<file path="src/rtl/run_len_reporter_pkg.sv">
// Shared types and default widths for the run-length reporter slice.
// Holds the FSM state encoding and the default counter widths.
package run_len_reporter_pkg;

  typedef enum logic {
    IDLE = 1'b0,
    RUN  = 1'b1
  } state_t;

  localparam int DEF_LEN_W = 8;
  localparam int DEF_CNT_W = 16;

endpackage

</file>
<file path="src/rtl/run_len_reporter_sat_cnt.sv">
// Saturating up-counter with synchronous clear (clear wins over inc).
// Ports: clk, rst (async, active-low), clr, inc -> q (W bits).
module sat_cnt #(
  parameter int W = 8
) (
  input  logic         clk,
  input  logic         rst,
  input  logic         clr,
  input  logic         inc,
  output logic [W-1:0] q
);

  always_ff @(posedge clk or negedge rst) begin
    if (!rst) begin
      q <= '0;
    end else if (clr) begin
      q <= '0;
    end else if (inc && !(&q)) begin
      q <= q + 1'b1;
    end
  end

endmodule

</file>
<file path="src/rtl/run_len_reporter.sv">
// Measures runs of z=1 and reports each length on a one-entry
// valid/ready buffer, with saturating totals of reported and dropped
// runs and a sticky overflow flag.
// Ports: clk, rst (async, active-low), clr (sync clear), z,
//   out_valid/out_ready/run_len/run_sat (report buffer),
//   total_runs, drop_cnt, overflow (status).
module run_len_reporter
  import run_len_reporter_pkg::*;
#(
  parameter int LEN_W = DEF_LEN_W,
  parameter int CNT_W = DEF_CNT_W
) (
  input  logic             clk,
  input  logic             rst,
  input  logic             clr,
  input  logic             z,
  output logic             out_valid,
  input  logic             out_ready,
  output logic [LEN_W-1:0] run_len,
  output logic             run_sat,
  output logic [CNT_W-1:0] total_runs,
  output logic [CNT_W-1:0] drop_cnt,
  output logic             overflow
);

  state_t           state;
  state_t           state_n;
  logic [LEN_W-1:0] len;
  logic             run_end;
  logic             slot;
  logic             load;
  logic             drop;

  assign run_end = (state == RUN) && !z;
  // Buffer can take a report if empty or draining this edge.
  assign slot    = !out_valid || out_ready;
  assign load    = run_end && slot;
  assign drop    = run_end && !slot;

  always_ff @(posedge clk or negedge rst) begin
    if (!rst) begin
      state <= IDLE;
    end else begin
      state <= state_n;
    end
  end

  always_comb begin
    state_n = state;
    if (clr) begin
      state_n = IDLE;
    end else begin
      unique case (state)
        IDLE:    if (z)  state_n = RUN;
        RUN:     if (!z) state_n = IDLE;
        default: state_n = IDLE;
      endcase
    end
  end

  // Length is zero in IDLE, so the first z=1 counts to 1.
  sat_cnt #(.W(LEN_W)) u_len (
    .clk (clk),
    .rst (rst),
    .clr (clr || run_end),
    .inc (z),
    .q   (len)
  );

  sat_cnt #(.W(CNT_W)) u_total (
    .clk (clk),
    .rst (rst),
    .clr (clr),
    .inc (load),
    .q   (total_runs)
  );

  sat_cnt #(.W(CNT_W)) u_drop (
    .clk (clk),
    .rst (rst),
    .clr (clr),
    .inc (drop),
    .q   (drop_cnt)
  );

  always_ff @(posedge clk or negedge rst) begin
    if (!rst) begin
      out_valid <= 1'b0;
      run_len   <= '0;
      run_sat   <= 1'b0;
    end else if (clr) begin
      out_valid <= 1'b0;
      run_len   <= '0;
      run_sat   <= 1'b0;
    end else if (load) begin
      out_valid <= 1'b1;
      run_len   <= len;
      run_sat   <= &len;
    end else if (out_valid && out_ready) begin
      out_valid <= 1'b0;
    end
  end

  always_ff @(posedge clk or negedge rst) begin
    if (!rst) begin
      overflow <= 1'b0;
    end else if (clr) begin
      overflow <= 1'b0;
    end else if (drop) begin
      overflow <= 1'b1;
    end
  end

endmodule

</file>
<file path="config.mk">
export PLATFORM = sky130hd
export DESIGN_NAME = run_len_reporter
export DESIGN_NICKNAME = d
export VERILOG_FILES = /design/src/rtl/run_len_reporter_pkg.sv /design/src/rtl/run_len_reporter_sat_cnt.sv /design/src/rtl/run_len_reporter.sv
export SDC_FILE = /design/constraint.sdc
export NUM_CORES = 1
export LEC_CHECK = 0
export CAP_MARGIN = 25
export CORE_AREA = 8 8 97 73
export CTS_CLUSTER_SIZE = 30
export DETAILED_ROUTE_END_ITERATION = 10
export DIE_AREA = 0 0 105 81
export GPL_TIMING_DRIVEN = 0
export PLACE_DENSITY = 0.77
export SYNTH_ARGS = -nofsm -noshare
export SYNTH_HDL_FRONTEND = slang
export SYNTH_HIERARCHICAL = 1
export SYNTH_SLANG_ARGS = --single-unit
</file>
<file path="constraint.sdc">
create_clock -name clk -period 2.3 [get_ports clk]
set_input_delay 0.23 -clock clk [delete_from_list [all_inputs] [get_ports clk]]
set_output_delay 0.23 -clock clk [all_outputs]
set_load 0.01 [all_outputs]
</file>
==> summary.md <==
The run finished with clean final reports. After legalization and detailed placement, the total HPWL measured 4810 µm. For this run, the total global-route usage over all layers was measured as 16.0%. The share of synthesized flip-flops with an asynchronous set or reset is 100%, and the total number of clock tree sinks is 52. The H-tree was split into 2 levels. The total overflow reported by the global router is 0, and the number of buffers between clock root and the deepest sink is 2. Setup repair after global routing left no endpoint under its margin. Synthesized flop and latch total: 52.

The maximum number of pins on one net before global-route repair was 33. Clock-pin slew was measured on the worst setup and hold paths at 0.09 ns. The power per unit of standard cell area was 441 nW/µm²; the area of the core region was 5530 µm². The vias after detailed routing was 2325.

The cell area after placement is 3430 µm², and the worst stage delay on the critical path is 0.55 ns. The total count of max-transition violations in the final report was 0; the number of max-capacitance violations reported was 0. Measured against its own limit, the worst slew margin works out to 64.9%. The tools report the sort of element at the end of the critical path as a flip-flop. The critical path is of the input port to flip-flop type.

The wire length reported by the detailed router is 6580 µm, and the total of fill cells in the finished design is 448. The mapped netlist covers 2850 µm². Static timing analysis puts the maximum clock frequency at 0.479 GHz.

The clock arrives with 0.00426 ns of skew. The pin slew with the least headroom to its limit is 0.521 ns, and the count of warnings emitted by yosys is 6. Root buffer cell: sky130_fd_sc_hd__clkbuf_8. The post-CTS repair timing setup buffer count was 0; the worst endpoint data arrival time was 2.31 ns. The run gives 2.53 ns as the required time of the critical path.

The number of flops mapped to enable cells by yosys is 0. Sequential cells were found to cover 45.7% of the synthesized design area. Across the VDD grid, the largest voltage drop is 0.000326 V. The tools report the static power due to leakage as 1.41 nW. The first global-routing pass estimated 11100 µm of wire. Setup violations remaining at the end of the flow were counted as 0.

The number of vias per cell after detailed routing came out at 5.73. The logs give 48 for the number of I/O pins and 91 for the number of violations reported at the end of detailed-routing iteration 0. The floorplan step defined a die boundary enclosing 8510 µm².

For this run, global-route usage on met2 was measured as 24.0%. The count of standard-cell rows was 23; the relative area change from synthesis to final layout was 23.9%. Among all stages on the critical path, the largest delay is contributed by sky130_fd_sc_hd__clkdlybuf4s50_1. The number of different library cells in the post-synthesis netlist was 50. The minimum clock period is 2.09 ns. TritonCTS built the clock tree.

The logs give 1 for the number of buffers inserted for hold repair after clock tree synthesis and 338 for the net count reported at finish. At the end of routability-driven placement, the weighted congestion stood at 0.856. The tools report the via count of the first global-routing pass as 2218.

The worst hold path belongs to the class input port to asynchronous set/reset pin. The average cell area after synthesis is 10.4 µm². The number of antenna violations at the first check in global routing is 0, and the number of instances in the synthesized netlist is 274. In the global route stage, met3 resource usage came out at 4.11%.

In this run the most used layer during global routing was met2. The maximum fanout along the worst path was 9; the share of layout cells above drive strength 1 was 13.6%. Of the available clock period, the critical path in the final layout requires 90.7%. The clock latency on the worst-skew pair came out at 0.30 ns. For this configuration, the core starts out at a cell density of 51.6%.

The final worst hold slack is 0.425 ns. Counting every net in the synthesized netlist gives 282. After detailed routing, the average wire length per cell comes to 16.2 µm.

The count of antenna-violating nets left after detailed routing was 0; the total of buffers placed on input and output ports was 47. For met1 alone, demand over resource in global routing was 22.1%. STA classifies the critical path startpoint as an input port.

The signal on the critical path passes through clkdlybuf4s50_1 > nand2b_4 > nor2_1 > and4_4 > nand3_4 > or4_1 > a21oi_1. The most used flip-flop cell after synthesis is sky130_fd_sc_hd__dfrtp_1. For this run, design rule violations remaining after detail routing come to 0. Buffers inserted during clock tree synthesis total 5. The first-pass iteration count of the detailed router was 4.

Once layout is done, the placed cells without fillers occupy 3530 µm². The repair_antennas step left the layout with diodes totalling 0. The floorplan step set the die width to 105 µm. The final hold violation count is 0, and the vertical extent of the die is 81 µm. The tools report the number of gates given a new drive strength after cts as 0.
## sequential cells by signal, indices dropped and copies added, names as in the netlist
| register | count |
|---|---|
| u_len/q | 8 |
| run_len | 8 |
| state | 1 |
| u_drop/q | 16 |
| u_total/q | 16 |
| run_sat | 1 |
| overflow | 1 |
| out_valid | 1 |
## per-layer routing
layer	up-vias	wire (µm)
met2	44	2930
met4	0	57
met5	-	0
met3	4	268
li1	1142	-
met1	1135	3330
## synth_stat cells (4+ instances only)
| cell type | count | share of area (%) |
|---|---|---|
| sky130_fd_sc_hd__dfrtp_1 | 52 | 46 |
| sky130_fd_sc_hd__mux2_4 | 6 | 3.2 |
| sky130_fd_sc_hd__nand4_1 | 5 | 1.1 |
| sky130_fd_sc_hd__nand2b_1 | 10 | 2.2 |
| sky130_fd_sc_hd__nand2_1 | 16 | 2.1 |
| sky130_fd_sc_hd__a21oi_1 | 20 | 3.5 |
| sky130_fd_sc_hd__mux2i_1 | 5 | 1.8 |
| sky130_fd_sc_hd__or4_1 | 4 | 1.1 |
| sky130_fd_sc_hd__a31oi_1 | 6 | 1.3 |
| sky130_fd_sc_hd__inv_1 | 4 | 0.53 |
| sky130_fd_sc_hd__nand3_1 | 10 | 1.8 |
| sky130_fd_sc_hd__a22o_1 | 8 | 2.5 |
| sky130_fd_sc_hd__o21ai_0 | 8 | 1.4 |
| sky130_fd_sc_hd__nor3_1 | 7 | 1.2 |
| sky130_fd_sc_hd__nor2_1 | 24 | 3.2 |
| sky130_fd_sc_hd__o31ai_1 | 6 | 1.6 |
| sky130_fd_sc_hd__clkbuf_1 | 5 | 0.66 |
| sky130_fd_sc_hd__nor2b_1 | 9 | 2.0 |
| sky130_fd_sc_hd__and2_1 | 6 | 1.3 |
| sky130_fd_sc_hd__and4_1 | 4 | 1.2 |
| sky130_fd_sc_hd__or3_1 | 8 | 1.8 |
## cell type report
type,count,area (µm²),share of cell area (%)
flip-flops and latches,52,1300,36.8
clock inverters,2,10.0,0.283
repair buffers,49,495,14.0
multi-input cells,212,1500,42.6
clock buffers,6,82.6,2.34
well taps,75,93.8,2.66
inverters,4,15.0,0.425
plain buffers,6,30.0,0.850
## where the power goes
group | switching, mW | internal, mW
combinational | 0.0577 | 0.0369
sequential | 0.00867 | 0.920
clock | 0.295 | 0.241
total | 0.361 | 1.20
## critical path, delay by kind of cell
kind	cells	cell delay (ns)
AND/OR/NAND/NOR	5	1.37
buffers and inverters	1	0.55
AO/OA/AOI/OAI	1	0.17
## cell usage in the layout, fill, tap and decap left out, types with 3 or more instances in the layout
| cell | count |
|---|---|
| sky130_fd_sc_hd__nand2_1 | 16 |
| sky130_fd_sc_hd__and3_1 | 3 |
| sky130_fd_sc_hd__a21boi_2 | 3 |
| sky130_fd_sc_hd__mux2i_1 | 5 |
| sky130_fd_sc_hd__inv_1 | 4 |
| sky130_fd_sc_hd__nand2b_1 | 10 |
| sky130_fd_sc_hd__a22o_1 | 8 |
| sky130_fd_sc_hd__nand3_1 | 10 |
| sky130_fd_sc_hd__dfrtp_1 | 52 |
| sky130_fd_sc_hd__or4_1 | 4 |
| sky130_fd_sc_hd__mux2_4 | 6 |
| sky130_fd_sc_hd__nor3_1 | 7 |
| sky130_fd_sc_hd__o31ai_1 | 6 |
| sky130_fd_sc_hd__ha_1 | 3 |
| sky130_fd_sc_hd__nor2b_1 | 9 |
| sky130_fd_sc_hd__a31oi_1 | 6 |
| sky130_fd_sc_hd__a21oi_1 | 20 |
| sky130_fd_sc_hd__and4_1 | 4 |
| sky130_fd_sc_hd__clkbuf_1 | 5 |
| sky130_fd_sc_hd__nor2_1 | 24 |
| sky130_fd_sc_hd__and3_2 | 3 |
| sky130_fd_sc_hd__nor3_4 | 3 |
| sky130_fd_sc_hd__clkbuf_8 | 6 |
| sky130_fd_sc_hd__and2_1 | 6 |
| sky130_fd_sc_hd__clkdlybuf4s50_1 | 46 |
| sky130_fd_sc_hd__o21ai_0 | 8 |
| sky130_fd_sc_hd__or3_1 | 8 |
| sky130_fd_sc_hd__nand4_1 | 5 |
## path summary, 6_finish.rpt
path	cells after the start	startpoint	end	slack, ns
setup / recovery	7	z	u_total/q[15]	0.21
hold / removal	2	rst	u_total/q[5]	0.42
setup reg to reg	6	out_valid	u_total/q[15]	0.36
hold reg to reg	1	run_sat	run_sat	0.50
max in group asynchronous	3	rst	u_drop/q[10]	1.33
min in group clk	1	run_sat	run_sat	0.50
## logic make-up (layout without fill, tap and decap cells)
family / Yosys count / in the layout / share of synthesized area, %
flip-flops: 52 / 52 / 45.7
buffers and inverters: 10 / 67 / 1.58
adder cells (fa/ha/maj): 3 / 3 / 1.32
XOR/XNOR: 2 / 2 / 0.615
AND/OR/NAND/NOR: 128 / 128 / 28.4
AO/OA/AOI/OAI: 66 / 66 / 16.7
multiplexers: 13 / 13 / 5.71
## stage by stage
step                      setup WS, ns  std cells  power [mW]  utilization [%]  TNS (ns)
after global placement          -0.622        396        1.04             61.8    -32.26
after CTS                        0.230        406        1.58             63.9         0
after floorplan                  0.539        274       0.990                -         0
after global routing             0.100        406        1.64             63.9         0
after detailed placement        -0.112        397        1.04             62.1    -0.228
final                            0.214        406        1.56             63.9         0
No activity file was read; power rests on OpenSTA's default activity.
